<file path="src/rtl/apb_cfg_slave.sv">
// ---------------------------------------------------------------------------
// apb_cfg_slave
//
// APB3 configuration slave for an arbiter. It holds the arbiter control
// word, the requester enable mask and a sticky grant-status register, and
// reports a fixed identification byte.
//
// Register map (8-bit data bus):
//    0x00  CTRL     RW   bits[3:0], upper bits read as 0
//                        bit0 drives APB_BYPASS, bits[3:1] drive APB_ARB_TYPE
//    0x01  REQ      RW   bits[NUM_REQ-1:0], drives APB_REQ
//    0x02  GNT_STS  W1C  bit i sets whenever ARB_GNT[i] is seen high
//    0x03  ID       RO   {4'h1, NUM_REQ[3:0]}
//    other addresses are unmapped and read as 0
//
// Transfer protocol:
//    The slave walks IDLE -> SETUP -> ACCESS. SETUP is entered on the APB
//    setup phase (PSEL & ~PENABLE). The first enable cycle moves the FSM to
//    ACCESS, where a wait counter counts up to WAIT_CYCLES before PREADY is
//    raised. The transfer completes on the edge where PREADY is seen with
//    PSEL & PENABLE still high. Dropping PSEL or PENABLE before that edge
//    abandons the transfer without touching any register.
//
// Optional feature (compile-time macro):
//    APB_CFG_SLAVE_PSLVERR_EN
//       defined   : PSLVERR is raised together with PREADY on an error
//                   transfer (address >= 0x04, or a write to ID).
//       undefined : PSLVERR is tied low; error transfers still complete
//                   silently with no register change and PRDATA = 0.
//
// Parameters:
//    NUM_REQ      number of arbiter requesters (1..8)
//    WAIT_CYCLES  wait states inserted in ACCESS before PREADY (0..3)
//
// Ports:
//    PCLK          in   1        clock
//    PRESETn       in   1        asynchronous active-low reset
//    PADDR         in   8        register address
//    PSEL          in   1        slave select
//    PENABLE       in   1        enable phase
//    PWRITE        in   1        1 = write, 0 = read
//    PWDATA        in   8        write data
//    PRDATA        out  8        read data (0 unless a read is completing)
//    PREADY        out  1        transfer completion
//    PSLVERR       out  1        transfer error
//    ARB_GNT       in   NUM_REQ  grant vector from the arbiter
//    APB_BYPASS    out  1        CTRL[0]
//    APB_ARB_TYPE  out  3        CTRL[3:1]
//    APB_REQ       out  NUM_REQ  REQ[NUM_REQ-1:0]
// ---------------------------------------------------------------------------
module apb_cfg_slave #(
   parameter int NUM_REQ     = 4,
   parameter int WAIT_CYCLES = 0
) (
   input  logic               PCLK,
   input  logic               PRESETn,
   input  logic [7:0]         PADDR,
   input  logic               PSEL,
   input  logic               PENABLE,
   input  logic               PWRITE,
   input  logic [7:0]         PWDATA,
   output logic [7:0]         PRDATA,
   output logic               PREADY,
   output logic               PSLVERR,
   input  logic [NUM_REQ-1:0] ARB_GNT,
   output logic               APB_BYPASS,
   output logic [2:0]         APB_ARB_TYPE,
   output logic [NUM_REQ-1:0] APB_REQ
);

   localparam logic [7:0] ADDR_CTRL  = 8'h00;
   localparam logic [7:0] ADDR_REQ   = 8'h01;
   localparam logic [7:0] ADDR_GNT   = 8'h02;
   localparam logic [7:0] ADDR_ID    = 8'h03;
   localparam logic [7:0] ADDR_LIMIT = 8'h04;

   localparam logic [1:0] WAIT_LIM   = 2'(WAIT_CYCLES);
   localparam logic [3:0] NUM_REQ_4  = 4'(NUM_REQ);
   localparam logic [7:0] ID_VALUE   = {4'h1, NUM_REQ_4};

   typedef enum logic [1:0] {
      IDLE   = 2'd0,
      SETUP  = 2'd1,
      ACCESS = 2'd2
   } apbState_e;

   apbState_e          stateQ,   stateD;
   logic [1:0]         waitCntQ, waitCntD;
   logic               readyQ,   readyD;
   logic [3:0]         ctrlQ,    ctrlD;
   logic [NUM_REQ-1:0] reqQ,     reqD;
   logic [NUM_REQ-1:0] gntStsQ,  gntStsD;

   logic               errXfer;
   logic               xferDone;
   logic               wrEn;
   logic [NUM_REQ-1:0] gntClr;
   logic [7:0]         reqRd;
   logic [7:0]         gntRd;
   logic [7:0]         rdMux;
   logic               unusedPwdata;

   // An error transfer is any access outside the map or a write to the
   // read-only ID register. It is evaluated from the live bus signals,
   // which APB holds stable for the whole transfer.
   always_comb begin
      errXfer = (PADDR >= ADDR_LIMIT) || (PWRITE && (PADDR == ADDR_ID));
   end

   // The completion edge is the only point where a write may land. Error
   // transfers complete normally on the bus but never reach the registers,
   // whether or not PSLVERR reporting is built in.
   always_comb begin
      xferDone = (stateQ == ACCESS) && PSEL && PENABLE && readyQ;
      wrEn     = xferDone && PWRITE && !errXfer;
   end

   // Next-state logic for the transfer FSM and its wait counter. The counter
   // is cleared whenever ACCESS is left or has not yet been entered, so each
   // transfer starts counting from zero. If the master withdraws PSEL or
   // PENABLE before completion, the FSM falls back to IDLE.
   always_comb begin
      stateD   = stateQ;
      waitCntD = waitCntQ;
      case (stateQ)
         IDLE: begin
            waitCntD = 2'd0;
            if (PSEL && !PENABLE) begin
               stateD = SETUP;
            end
         end
         SETUP: begin
            waitCntD = 2'd0;
            if (PSEL && PENABLE) begin
               stateD = ACCESS;
            end else begin
               stateD = IDLE;
            end
         end
         ACCESS: begin
            if (PSEL && PENABLE) begin
               if (readyQ) begin
                  waitCntD = 2'd0;
                  stateD   = (PSEL && !PENABLE) ? SETUP : IDLE;
               end else begin
                  waitCntD = waitCntQ + 2'd1;
               end
            end else begin
               waitCntD = 2'd0;
               stateD   = IDLE;
            end
         end
         default: begin
            waitCntD = 2'd0;
            stateD   = IDLE;
         end
      endcase
   end

   // PREADY is registered: it is computed from the next state and counter so
   // that it is high exactly in the ACCESS cycle whose counter equals
   // WAIT_CYCLES, and it drops to 0 directly with the asynchronous reset.
   always_comb begin
      readyD = (stateD == ACCESS) && (waitCntD == WAIT_LIM);
   end

   // Register-file next state. For GNT_STS a grant seen on the same edge as
   // a write-one-to-clear keeps the bit set, because the set term is OR-ed
   // in after the clear mask is applied.
   always_comb begin
      ctrlD  = ctrlQ;
      reqD   = reqQ;
      gntClr = '0;
      if (wrEn && (PADDR == ADDR_CTRL)) begin
         ctrlD = PWDATA[3:0];
      end
      if (wrEn && (PADDR == ADDR_REQ)) begin
         reqD = PWDATA[NUM_REQ-1:0];
      end
      if (wrEn && (PADDR == ADDR_GNT)) begin
         gntClr = PWDATA[NUM_REQ-1:0];
      end
      gntStsD = (gntStsQ & ~gntClr) | ARB_GNT;
   end

   // All sequential state, including the FSM, lives in this one block. Reset
   // is asynchronous so a reset in the middle of a transfer abandons it
   // immediately and no write can slip through on a later edge.
   always_ff @(posedge PCLK or negedge PRESETn) begin
      if (!PRESETn) begin
         stateQ   <= IDLE;
         waitCntQ <= 2'd0;
         readyQ   <= 1'b0;
         ctrlQ    <= 4'd0;
         reqQ     <= '0;
         gntStsQ  <= '0;
      end else begin
         stateQ   <= stateD;
         waitCntQ <= waitCntD;
         readyQ   <= readyD;
         ctrlQ    <= ctrlD;
         reqQ     <= reqD;
         gntStsQ  <= gntStsD;
      end
   end

   // Read mux. Narrow registers are zero-extended to the 8-bit bus, and any
   // address outside the map returns 0.
   always_comb begin
      reqRd = '0;
      gntRd = '0;
      reqRd[NUM_REQ-1:0] = reqQ;
      gntRd[NUM_REQ-1:0] = gntStsQ;
      case (PADDR)
         ADDR_CTRL: rdMux = {4'h0, ctrlQ};
         ADDR_REQ:  rdMux = reqRd;
         ADDR_GNT:  rdMux = gntRd;
         ADDR_ID:   rdMux = ID_VALUE;
         default:   rdMux = 8'h00;
      endcase
   end

   // PRDATA is only driven while a read is actually completing, so the bus
   // reads 0 during idle, wait states, writes and reset.
   always_comb begin
      PRDATA = (readyQ && !PWRITE) ? rdMux : 8'h00;
   end

   assign PREADY = readyQ;

`ifdef APB_CFG_SLAVE_PSLVERR_EN
   assign PSLVERR = readyQ && errXfer;
`else
   assign PSLVERR = 1'b0;
`endif

   assign APB_BYPASS   = ctrlQ[0];
   assign APB_ARB_TYPE = ctrlQ[3:1];
   assign APB_REQ      = reqQ;

   // Only the low bits of PWDATA are stored; the rest is intentionally
   // ignored.
   assign unusedPwdata = &{1'b0, PWDATA};

endmodule

</file>
<file path="config.mk">
export PLATFORM = sky130hd
export DESIGN_NAME = apb_cfg_slave
export DESIGN_NICKNAME = d
export VERILOG_FILES = /design/src/rtl/apb_cfg_slave.sv
export SDC_FILE = /design/constraint.sdc
export NUM_CORES = 1
export LEC_CHECK = 0
export ABC_AREA = 1
export BUFFER_PORTS_ARGS = -buffer_cell sky130_fd_sc_hd__buf_2
export CORE_MARGIN = 8
export CORE_UTILIZATION = 42
export CTS_CLUSTER_DIAMETER = 50
export DETAILED_ROUTE_END_ITERATION = 12
export GPL_TIMING_DRIVEN = 0
export PLACE_DENSITY = 0.84
export REMOVE_ABC_BUFFERS = 1
export SETUP_SLACK_MARGIN = 0.5
export SYNTH_ARGS = -nofsm -noshare
export SYNTH_HDL_FRONTEND = slang
export SYNTH_SLANG_ARGS = --single-unit
export TNS_END_PERCENT = 100
</file>
<file path="constraint.sdc">
create_clock -name PCLK -period 1.1 [get_ports PCLK]
set_input_delay 0.11 -clock PCLK [delete_from_list [all_inputs] [get_ports PCLK]]
set_output_delay 0.11 -clock PCLK [all_outputs]
set_load 0.02 [all_outputs]
</file>
# Word-level counts from Yosys, hierarchy flattened
# Cells that the tools add are included.
# totals
reg_bits	17
inputBits	25
wordCells	49
rom_bits	0
output_inout_bits	18
memories	0
ramBits	0
latch_bits	0
# classes
n_mul	0
magnitude_cmp	1
n_eq_ne	6
shift	0
n_mux	12
n_div	0
n_bitwise	3
n_addsub	1
reduce_logical	20
# op_table
operator	count
5-bit case mux with 4 select lines	1
8-bit by 2-bit == test with 1-bit output (second input constant)	2
2-bit 2-to-1 mux	7
1-bit logical AND	13
8-bit by 1-bit == test with 1-bit output (second input constant)	1
8-bit by 3-bit greater-or-equal comparator with 1-bit output (second input constant)	1
8-bit zero test	1
8-bit 2-to-1 mux	1
2-bit case mux with 3 select lines	1
4-bit bitwise AND	1
2-bit == test (second input constant)	2
2-bit zero test	2
4-bit 2-to-1 mux	1
4-bit inverter	1
4-bit bitwise OR	1
1-bit zero test	3
2-bit by 1-bit adder with 2-bit output (second input constant)	1
2-bit by 1-bit == test with 1-bit output (second input constant)	1
1-bit logical OR	1
1-bit 2-to-1 mux	1

# Longest topological paths before layout
# depth
ltp_word	11
mapped_depth	8

# Least setup slack after synthesis
# No wires, ideal clock.
# synth_timing
path_kind	flip-flop to output port
startpoint	register readyQ (netlist: PREADY)
endpoint	output PRDATA[2]
required_time_ns	0.990
stages_incl_launch_ff	5
slack_ns	-0.090
t_arrival_ns	1.080
path_cell_list	dfrtp_1 -> inv_1 -> nor2_1 -> nand2_1 -> nor2_1
# synth_between
elab_chain_len	2
# synth_rtl
element	line	source
from (decl)	89	logic readyQ, readyD;
from (signal assigned)	200	readyQ <= readyD;
1-bit logical AND	226	PRDATA = (readyQ && !PWRITE) ? rdMux : 8'h00;
8-bit 2-to-1 mux	226	
to (decl)	62	output logic [7:0] PRDATA,
# Every way passes these cells.

# Final worst setup path
# layout_timing
startpoint	register readyQ (netlist: PREADY)
endpoint	output PRDATA[3]
# The elaborated chain is that of the path after synthesis.

==> metrics.txt <==
Layout area overhead 47.78%; crit end category output port; combinational family with the most area after synthesis simple AND/OR/NAND/NOR gates; Hold Crit Class input port to register; Via density 5.165; final setup violation count 19; RSZ-0062 raised after global routing true; worst-case clock buffer depth 2; LEAKAGE 0.8174 nW; Synth Area in Compound Gates 0%; final core occ 65.95%; PD cells 784.2 nW/um^2; Seq/Total Area, Yosys 43.09%; Slew Viols, Final 0; Die Width 64.48 microns; hold slack -0.01213 ns; Worst EP arrival 1.24 ns; pin count of the biggest net entering global routing 18; Worst path slowest cell dfrtp_1; CP Max Fanout 3; top sig layer met4; data required time of the worst path 0.99 ns; syn avg cell area 7.653 sq um; first-pass GRT wire length 4864 microns; Met3 Wirelength 314 microns; Top Ports 43; Initial Util 44.63%; Setup Skew 0.006952 ns; CTS Sinks 17; Mapped Cells 129; hpwl dp 2096 microns; outcome finished, violations left; total CTS buffers 3; worst skew pair latency 0.30 ns; Most Frequent Cell on Critical Path inv_2; Global Route Usage Sum 14.44%; Ant. Diodes 0; Placed Instance Area 1174 sq um; Worst setup SP type register; WL met2 1495 microns; initial antenna violation count 0; vias post-DR 1064; clock-pin slew on the worst setup and hold paths 0.10 ns; die area 4158 sq um; Die Ht 64.48 microns; root buffer cell clkbuf_4; final worst slack -0.2451 ns; layout cells sized above 1 45.51%; final hold viol count 4; Synth Warn # 0; max-cap violations 0; Synth Area in Simple Gates 46.01%; worst vdd ir 0.8353 mV; failing checks negative hold slack, negative setup slack; crit path cell chain inv_2, nor2_4, nand2_2, inv_2, nand2_1, inv_1, buf_6; DRC 0; Synth Area in Adders 0%; Post-Layout Cell Count 206; Filler Cell Count 179; post-layout min period 1.345 ns; CTS Hold Bufs 1; total grt overflow 0; DR pass1 iterations 4; Synth Area in XOR/XNOR 0.8872%; core box area 2212 sq um; drt total wl 3113 microns; FF+latch count, synth 17; commonest non-fill, non-tap cell in the layout nand2_1; Clock H-tree levels 1; Setup CP Type register to output port; WL per Instance 15.11 microns; Mapped Area 987.2 sq um; FP Rows 17; crit share post-route 122.3%; FMAX 743.4 MHz; number of DRC markers in iteration 0 39; Port Buffer Count 34; M1 wire length 1184 microns; multiplexer share of the synthesized area 0%; leading cell types in the layout, fill and taps excluded 40 x nand2_1, 20 x buf_2, 17 x dfrtp_1; Cell variety after synth 20; antenna-violating nets left 0; vias in the first global route 1132; Placed Cells 190; final instance area 1459 sq um; biggest cell delay along the critical path 0.38 ns; gpl congestion 0.8599; Nets 204; CTS tree yes
-- final timing paths --
check	slack (ns)	end	cells past startpoint	startpoint
max	-0.25	PRDATA[3]	7	PREADY
min	-0.01	stateQ[0]	2	PENABLE
max reg2reg	-0.13	APB_REQ[0]	6	PREADY
min reg2reg	0.49	waitCntQ[0]	1	waitCntQ[0]
max in group asynchronous	0.59	gntStsQ[0]	2	PRESETn
min in group asynchronous	0.24	PREADY	2	PRESETn
-- registers in the layout, indices dropped and copies added, names as in the netlist --
name      cells
waitCntQ      2
gntStsQ       4
PREADY        1
ctrlQ         4
APB_REQ       4
stateQ        2
-- layer usage --
metal	vias up	GRT usage [%]
met4	0	8.992
met3	13	5.326
met2	64	23.85
met1	489	15.34
met5	-	0
li1	498	-
-- synth_stat cells --
cell | count | area [sq um]
nand2_1 | 44 | 165.2
dfrtp_1 | 17 | 425.4
nand3_1 | 17 | 85.08
inv_1 | 12 | 45.04
nor2_1 | 8 | 30.03
nor2_2 | 5 | 31.28
buf_4 | 4 | 30.03
nand4_1 | 4 | 25.02
inv_2 | 3 | 11.26
nand2_2 | 2 | 12.51
nand3_4 | 2 | 35.03
nor2_4 | 2 | 22.52
nor3_1 | 2 | 10.01
clkinv_1 | 1 | 3.750
clkinv_2 | 1 | 5.000
conb_1 | 1 | 3.750
nand3_2 | 1 | 10.01
nor2_8 | 1 | 20.02
nor3b_1 | 1 | 7.510
xnor2_1 | 1 | 8.760
-- power by group --
group	internal (mW)	switching, mW
Combinational	0.0606	0.105
Sequential	0.629	0.00440
Clock	0.142	0.203
-- critical path, delay by kind of cell (launching register included) --
family	cells	cell delay [ns]
buffers and inverters	4	0.31
AND/OR/NAND/NOR	3	0.24
flip-flops	1	0.38
-- final cells by class --
cell class	count	area, sq um	share of cell area [%]
Multi-Input combinational cell	95	550.5	37.74
Sequential cell	17	425.4	29.16
Timing Repair Buffer	45	350.3	24.01
Inverter	17	71.32	4.889
Tap cell	28	35.03	2.401
Clock buffer	4	26.28	1.801
-- kinds of logic after synthesis --
kind of cell | after synthesis
other | 1
and+or+nand+nor | 89
DFF | 17
buffers and inverters | 21
xor gates and xnor gates | 1
-- through the flow --
step / power, mW / worst slack, ns / hold WS (ns) / TNS, ns
floorplan: 0.7024 / -0.09010 / -0.1856 / -0.4329
global placement: 0.7658 / -0.1093 / 0.03966 / -0.8938
detailed placement: 0.7730 / -0.2148 / 0.05053 / -1.758
CTS: 1.123 / -0.2080 / -0.02018 / -1.814
global route: 1.192 / -0.3093 / -0.02153 / -3.660
finish: 1.144 / -0.2451 / -0.01213 / -2.454
-- what timing repair did --
| action | CTS | global route |
|---|---|---|
| buffers inserted | 5 | 5 |
| endpoints found under the hold margin | 20 | 4 |
| resized for setup | 39 | 15 |
| pin swaps | 12 | 11 |
| gates cloned | 0 | 1 |
| setup endpoints to repair | 31 | 31 |
Note: power is estimated with default switching activity, not from simulation.
